<file path="src/rtl/spatial_gate_apply_unit_pkg.sv">
// Shared types and helpers for the spatial gate apply path and its requant stage.
package spatial_gate_apply_unit_pkg;

  typedef enum logic [0:0] {
    S_WAIT_GATE = 1'b0,
    S_STREAM    = 1'b1
  } state_e;

  // Largest value representable in a signed w-bit word.
  function automatic int sat_max(input int unsigned w);
    return (1 << (w - 1)) - 1;
  endfunction

  // Smallest value representable in a signed w-bit word.
  function automatic int sat_min(input int unsigned w);
    return -(1 << (w - 1));
  endfunction

  // Counter width that still works for a single-channel configuration.
  function automatic int unsigned cnt_width(input int unsigned n);
    return (n > 1) ? $clog2(n) : 1;
  endfunction

endpackage

</file>
<file path="src/rtl/requant_saturate.sv">
// Combinational requantiser: arithmetic right shift of a double-width product, then clamp to DATA_W.
module requant_saturate
  import spatial_gate_apply_unit_pkg::*;
#(
  parameter int unsigned DATA_W = 8,
  parameter int unsigned FRAC   = 6
) (
  input  logic signed [2*DATA_W-1:0] prod_i,
  output logic signed [DATA_W-1:0]   data_o
);

  localparam int unsigned ProdW = 2 * DATA_W;
  localparam logic signed [ProdW-1:0] MaxV = ProdW'(sat_max(DATA_W));
  localparam logic signed [ProdW-1:0] MinV = ProdW'(sat_min(DATA_W));

  logic signed [ProdW-1:0] shifted;

  // Arithmetic shift rounds toward negative infinity.
  assign shifted = prod_i >>> FRAC;

  always_comb begin
    data_o = shifted[DATA_W-1:0];
    if (shifted > MaxV) begin
      data_o = MaxV[DATA_W-1:0];
    end else if (shifted < MinV) begin
      data_o = MinV[DATA_W-1:0];
    end
  end

endmodule

</file>
<file path="src/rtl/spatial_gate_apply_unit.sv">
// Broadcasts one per-pixel spatial gate over IN_CH serial channel samples, gating each sample.
module spatial_gate_apply_unit
  import spatial_gate_apply_unit_pkg::*;
#(
  parameter int unsigned DATA_W    = 8,
  parameter int unsigned IN_CH     = 8,
  parameter int unsigned GATE_FRAC = 6
) (
  input  logic                     clk,
  input  logic                     rst_n,
  input  logic                     i_gate_valid,
  input  logic signed [DATA_W-1:0] i_gate,
  output logic                     o_gate_ready,
  input  logic                     i_valid,
  input  logic signed [DATA_W-1:0] i_data,
  output logic                     o_ready,
  output logic                     o_valid,
  output logic signed [DATA_W-1:0] o_data,
  output logic                     o_last,
  input  logic                     i_ready
);

  localparam int unsigned ProdW = 2 * DATA_W;
  localparam int unsigned CntW  = cnt_width(IN_CH);
  localparam logic [CntW-1:0] LastCh = CntW'(IN_CH - 1);

  state_e                    state_q, state_d;
  logic [CntW-1:0]           ch_cnt_q, ch_cnt_d;
  logic signed [DATA_W-1:0]  gate_q, gate_d;
  logic                      valid_q, valid_d;
  logic signed [DATA_W-1:0]  data_q, data_d;
  logic                      last_q, last_d;

  logic                      gate_acc;
  logic                      feat_acc;
  logic                      last_ch;
  logic signed [ProdW-1:0]   prod;
  logic signed [DATA_W-1:0]  gated;

  assign o_gate_ready = (state_q == S_WAIT_GATE);
  // Stall only when a held output is not being drained this cycle.
  assign o_ready      = (state_q == S_STREAM) && (!valid_q || i_ready);

  assign gate_acc = i_gate_valid && o_gate_ready;
  assign feat_acc = i_valid && o_ready;
  assign last_ch  = (ch_cnt_q == LastCh);

  assign prod = ProdW'(i_data) * ProdW'(gate_q);

  requant_saturate #(
    .DATA_W (DATA_W),
    .FRAC   (GATE_FRAC)
  ) u_requant_saturate (
    .prod_i (prod),
    .data_o (gated)
  );

  always_comb begin
    state_d  = state_q;
    ch_cnt_d = ch_cnt_q;
    gate_d   = gate_q;
    unique case (state_q)
      S_WAIT_GATE: begin
        if (gate_acc) begin
          gate_d   = i_gate;
          ch_cnt_d = '0;
          state_d  = S_STREAM;
        end
      end
      S_STREAM: begin
        if (feat_acc) begin
          if (last_ch) begin
            ch_cnt_d = '0;
            state_d  = S_WAIT_GATE;
          end else begin
            ch_cnt_d = ch_cnt_q + CntW'(1);
          end
        end
      end
      default: state_d = S_WAIT_GATE;
    endcase
  end

  // Output register: a new sample replaces the held one; a drain without refill empties it.
  always_comb begin
    valid_d = valid_q;
    data_d  = data_q;
    last_d  = last_q;
    if (feat_acc) begin
      valid_d = 1'b1;
      data_d  = gated;
      last_d  = last_ch;
    end else if (i_ready) begin
      valid_d = 1'b0;
    end
  end

  always_ff @(posedge clk) begin
    if (!rst_n) begin
      state_q  <= S_WAIT_GATE;
      ch_cnt_q <= '0;
      gate_q   <= '0;
      valid_q  <= 1'b0;
      data_q   <= '0;
      last_q   <= 1'b0;
    end else begin
      state_q  <= state_d;
      ch_cnt_q <= ch_cnt_d;
      gate_q   <= gate_d;
      valid_q  <= valid_d;
      data_q   <= data_d;
      last_q   <= last_d;
    end
  end

  assign o_valid = valid_q;
  assign o_data  = data_q;
  assign o_last  = last_q;

endmodule

</file>
<file path="config.mk">
export PLATFORM = sky130hd
export DESIGN_NAME = spatial_gate_apply_unit
export DESIGN_NICKNAME = d
export VERILOG_FILES = /design/src/rtl/spatial_gate_apply_unit_pkg.sv /design/src/rtl/requant_saturate.sv /design/src/rtl/spatial_gate_apply_unit.sv
export SDC_FILE = /design/constraint.sdc
export NUM_CORES = 1
export LEC_CHECK = 0
export CORE_UTILIZATION = 50
export CTS_CLUSTER_DIAMETER = 100
export DETAILED_ROUTE_END_ITERATION = 16
export HOLD_SLACK_MARGIN = 0.05
export PLACE_DENSITY = 0.82
export REMOVE_ABC_BUFFERS = 1
export SLEW_MARGIN = 30
export SYNTH_ARGS = -nofsm -noshare
export SYNTH_HDL_FRONTEND = slang
export SYNTH_HIERARCHICAL = 1
export SYNTH_SLANG_ARGS = --single-unit
</file>
<file path="constraint.sdc">
create_clock -name clk -period 7.9 [get_ports clk]
set_input_delay 1.58 -clock clk [delete_from_list [all_inputs] [get_ports clk]]
set_output_delay 1.58 -clock clk [all_outputs]
set_load 0.1 [all_outputs]
</file>
# After elaboration in Yosys (flattened, before gate mapping)
# Cells that the tools add are included.
# Widths: inputs -> output; s select.
dict set report totals {
  output_inout_bits 12
  inputBits 21
  reg_bits 22
}
dict set report classes {
  bitwise_logic 1
  order_cmp 2
  n_eq_ne 3
  addsub 1
  n_reduce_logical 8
  muxes 12
  multipliers 1
}
# cell count
set ops {}
lappend ops {{$mul 8x8->16} 1}
lappend ops {{$mux 8} 2}
lappend ops {{$gt 10x8->1 const B} 1}
lappend ops {{$lt 10x8->1 const B} 1}
lappend ops {{$mux 3} 3}
lappend ops {{$pmux 3 s2} 1}
lappend ops {{$mux 1} 5}
lappend ops {{$ne 2x1->1 const B} 2}
lappend ops {{$reduce_and 2->1} 2}
lappend ops {{$add 3x1->3 const B} 1}
lappend ops {{$eq 3x3->1 const B} 1}
lappend ops {{$logic_and 1x1->1} 3}
lappend ops {{$pmux 1 s2} 1}
lappend ops {{$reduce_bool 2->1} 1}
lappend ops {{$logic_not 1->1} 1}
lappend ops {{$logic_or 1x1->1} 1}
lappend ops {{$not 1->1} 1}

# Logic depth before layout (Yosys ltp)
dict set report depth {
  ltp_word 6
  ltp_mapped 22
}

# Hierarchy
# The synthesis kept the hierarchy.
# module seq_area_each_um2 area_each_um2 instances cells_per_inst
set modules_own_cells {}
lappend modules_own_cells {spatial_gate_apply_unit 440.4 3395.8 1 388}
lappend modules_own_cells {requant_saturate 0.0 158.9 1 25}

# Worst setup path before layout
# No wires, ideal clock.
dict set report synth_timing {
  kind {in2reg}
  from {input i_data[7]}
  to {register data_q[4] (netlist: o_data[4])}
  slack_ns 1.926
  path_stages 20
  setup_ns 0.124
  arrival_ns 5.851
  required_ns 7.776
  path_buffers 1
  cell_sequence {and2_1 -> fa_1 -> inv_1 -> fa_1 -> inv_1 -> fa_1 -> inv_1 -> fa_1 -> inv_1 -> ha_1 -> a21o_1 -> and2_1 -> a31oi_1 -> a21boi_0 -> o2bb2ai_1 -> buf_6 -> a21boi_2 -> o22ai_2 -> nand2_1 -> a21boi_0}
}
dict set report synth_between {
  elab_chain_len 4
  elab_cells_between_ends 5
}
# element line_no
set synth_rtl {}
lappend synth_rtl {{start, declared} spatial_gate_apply_unit.sv:15} ;# input logic signed [DATA_W-1:0] i_data,
lappend synth_rtl {{$mul 8x8->16 *} spatial_gate_apply_unit.sv:48} ;# assign prod = ProdW'(i_data) * ProdW'(gate_q);
lappend synth_rtl {{via prod[15]} spatial_gate_apply_unit.sv:37} ;# logic signed [ProdW-1:0] prod;
lappend synth_rtl {{$lt 10x8->1} requant_saturate.sv:25} ;# end else if (shifted < MinV) begin
lappend synth_rtl {{$mux 8} requant_saturate.sv:25}
lappend synth_rtl {{$mux 8 *} requant_saturate.sv:23} ;# if (shifted > MaxV) begin
lappend synth_rtl {{via gated[4]} spatial_gate_apply_unit.sv:38} ;# logic signed [DATA_W-1:0] gated;
lappend synth_rtl {{end signal, assigned} spatial_gate_apply_unit.sv:111} ;# data_q <= data_d;
lappend synth_rtl {{end, declared} spatial_gate_apply_unit.sv:31} ;# logic signed [DATA_W-1:0] data_q, data_d;
# Mark *: on every way through the listed nets, which the timed path passes. The rest lies on a longest branch.
# A chain may end at the register's enable or synchronous reset.

# Worst setup path in the final report
dict set report layout_timing {
  from {input i_data[3]}
  to {register data_q[1] (netlist: o_data[1])}
}
# The elaborated chain is that of the path after synthesis.

==> results.cfg <==
[die]
design.core.area_um2 = 6830
fp.dieH_um = 86.2
core.rowCount = 30
die_x_um = 86.2
start_util_pct = 51.9
pin_count = 33
floorplan.die_area_um2 = 7430

[layout]
post_layout_nets = 543
final_antenna_diode_count = 0
mostFrequentLayoutCells = sky130_fd_sc_hd__inv_1, sky130_fd_sc_hd__nand2_1, sky130_fd_sc_hd__fa_1
flow.area_growth_from_synthesis_pct = 12.4
mostFrequentLayoutCell = sky130_fd_sc_hd__inv_1
final_core_utilization_pct = 58.3
final_layout_size_suffix_gt1_share_pct = 2.76

[yosys]
avgSynthCellArea_um2 = 8.62
synth.yosys.warnings = 6
synthesis.instances = 411
synth_cell_area_um2 = 3540

[worst_setup_path]
worst_ep_arrival_time_ns = 7.03
worstRegToRegCells = 18
worst-endpoint-required_ns = 8.09
worst-path-max-fanout = 14
critical_path_class = in2reg
start_kind = input port
endpoint_kind = flip-flop

[status]
status = finished clean

[cts]
post_cts_hold_buffer_count = 0
cts.path.max_buffers = 2
clock_tree_from_tritoncts = built
root_buf_cell = sky130_fd_sc_hd__clkbuf_8
cts_num_sinks = 22
number_of_buffers_created_by_cts = 3
worst_skew_pair.late_latency_ns = 0.26
htreeDepth = 1
setup_bufs_post_cts = 0
postCtsResizedCells = 0
post_cts_clock_slew_at_the_launch_and_capture_registers_of_the_worst_setup_and_hold_paths_ns = 0.08

[placed_design]
routabilityCongestion = 0.835
numPortBuffers = 32
dpl.hpwl_um = 5800
preCtsSetupSlack_ns = 0.818

[sta]
worst_slew_margin_rel_pct = 35.1
fin_crit_sh_pct = 86.6
worst_clock_skew_ns = 0.00342
final_period_minus_worst_setup_slack_ns = 6.84
finalHoldWorstSlack_ns = 0.479
max_clock_freq_ghz = 0.146
layout_setup_ws_ns = 1.06
finalSetupViolations = 0
grt_setup_unrepaired = no
max_slew.worst_pin.slew_ns = 0.970
final.setup.tns_ns = 0
maxSlewViolCount = 0
report.final.hold_viol_count = 0

[hold_path]
min_delay_path_depth = 2
hold_path.class = reg2reg

[drt]
post-route-drc-count = 0
drc_marker_count_from_the_first_detailed_route_iteration = 122
routed-via-count = 2642
route.final.wire_length_um = 6830
antenna_violating_nets_post_route = 0
firstDrtPassIters = 4
routed_via_density = 4.98
detail_route.wl_per_cell_um = 12.9

[power_and_ir_drop]
report.power.total_mw = 0.551
worst_ir_drop_vdd_v = 0.000131
leakagePower_nw = 1.82
power_density_nw_per_um2 = 138

[grt]
grt_start_max_net_pins = 23
grt_antenna_before_repair = 0
grt_first_pass_wirelength_um = 12400
globalRouteOverflowTotal = 0
grt.total_usage_pct = 20.9
first_global_vias = 2687

[flow_run]
max_cap_viol_count = 0
per-layer routing:
metal / up-vias / GRT usage [%] / routed length [um]
li1: 1313 / - / -
met1: 1281 / 27.5 / 3140
met2: 36 / 36.9 / 3400
met3: 12 / 2.57 / 169
met4: 0 / 4.70 / 113
met5: - / 0 / 0
worst max-delay path, cell delays in order:
cell and delay (ns):
sky130_fd_sc_hd__clkdlybuf4s50_1 0.58, sky130_fd_sc_hd__and2_1 0.27, sky130_fd_sc_hd__fa_1 0.54, sky130_fd_sc_hd__inv_1 0.05, sky130_fd_sc_hd__fa_1 0.47, sky130_fd_sc_hd__inv_1 0.06
sky130_fd_sc_hd__fa_1 0.54, sky130_fd_sc_hd__inv_1 0.06, sky130_fd_sc_hd__fa_1 0.53, sky130_fd_sc_hd__inv_1 0.04, sky130_fd_sc_hd__ha_1 0.33, sky130_fd_sc_hd__o21a_1 0.21
sky130_fd_sc_hd__o31a_4 0.12, sky130_fd_sc_hd__nor4b_4 0.25, sky130_fd_sc_hd__o21ai_1 0.12, sky130_fd_sc_hd__xor2_1 0.68, sky130_fd_sc_hd__a21boi_0 0.22, sky130_fd_sc_hd__o22ai_1 0.18
sky130_fd_sc_hd__nand2_1 0.06, sky130_fd_sc_hd__a21boi_0 0.15
worst paths after layout:
kind	from	slack [ns]	end
setup / recovery	i_data[3]	1.06	o_data[1]
hold / removal	o_data[5]	0.48	o_data[5]
setup reg to reg	gate_q[7]	2.44	o_data[1]
hold reg to reg	o_data[5]	0.48	o_data[5]
through the flow:
| stage | std cells | instance area, um^2 |
|---|---|---|
| floorplan | 398 | 3480 |
| global route | 531 | 3980 |
| CTS | 531 | 3980 |
| global placement | 527 | 3930 |
| detailed placement | 527 | 3930 |
| finish | 531 | 3980 |
registers in the layout, summed over array words and instances (netlist names):
register,cells
ch_cnt_q,3
gate_q,8
o_data,8
o_last,1
o_valid,1
state_q,1
area by class of cell:
class                   instances  area, um^2
clock buffers                   4        55.1
multi-input cells             297        2740
flip-flops and latches         22         440
well taps                      96         120
repair buffers                 33         328
fillers                       595        2850
inverters                      79         297
power breakdown:
group / total, mW / leakage, nW / internal, mW / switching (mW)
combinational: 0.342 / 1.61 / 0.134 / 0.208
sequential: 0.130 / 0.180 / 0.119 / 0.0107
clock: 0.0794 / 0.0288 / 0.0444 / 0.0350
Note: power is estimated with default switching activity, not from simulation.
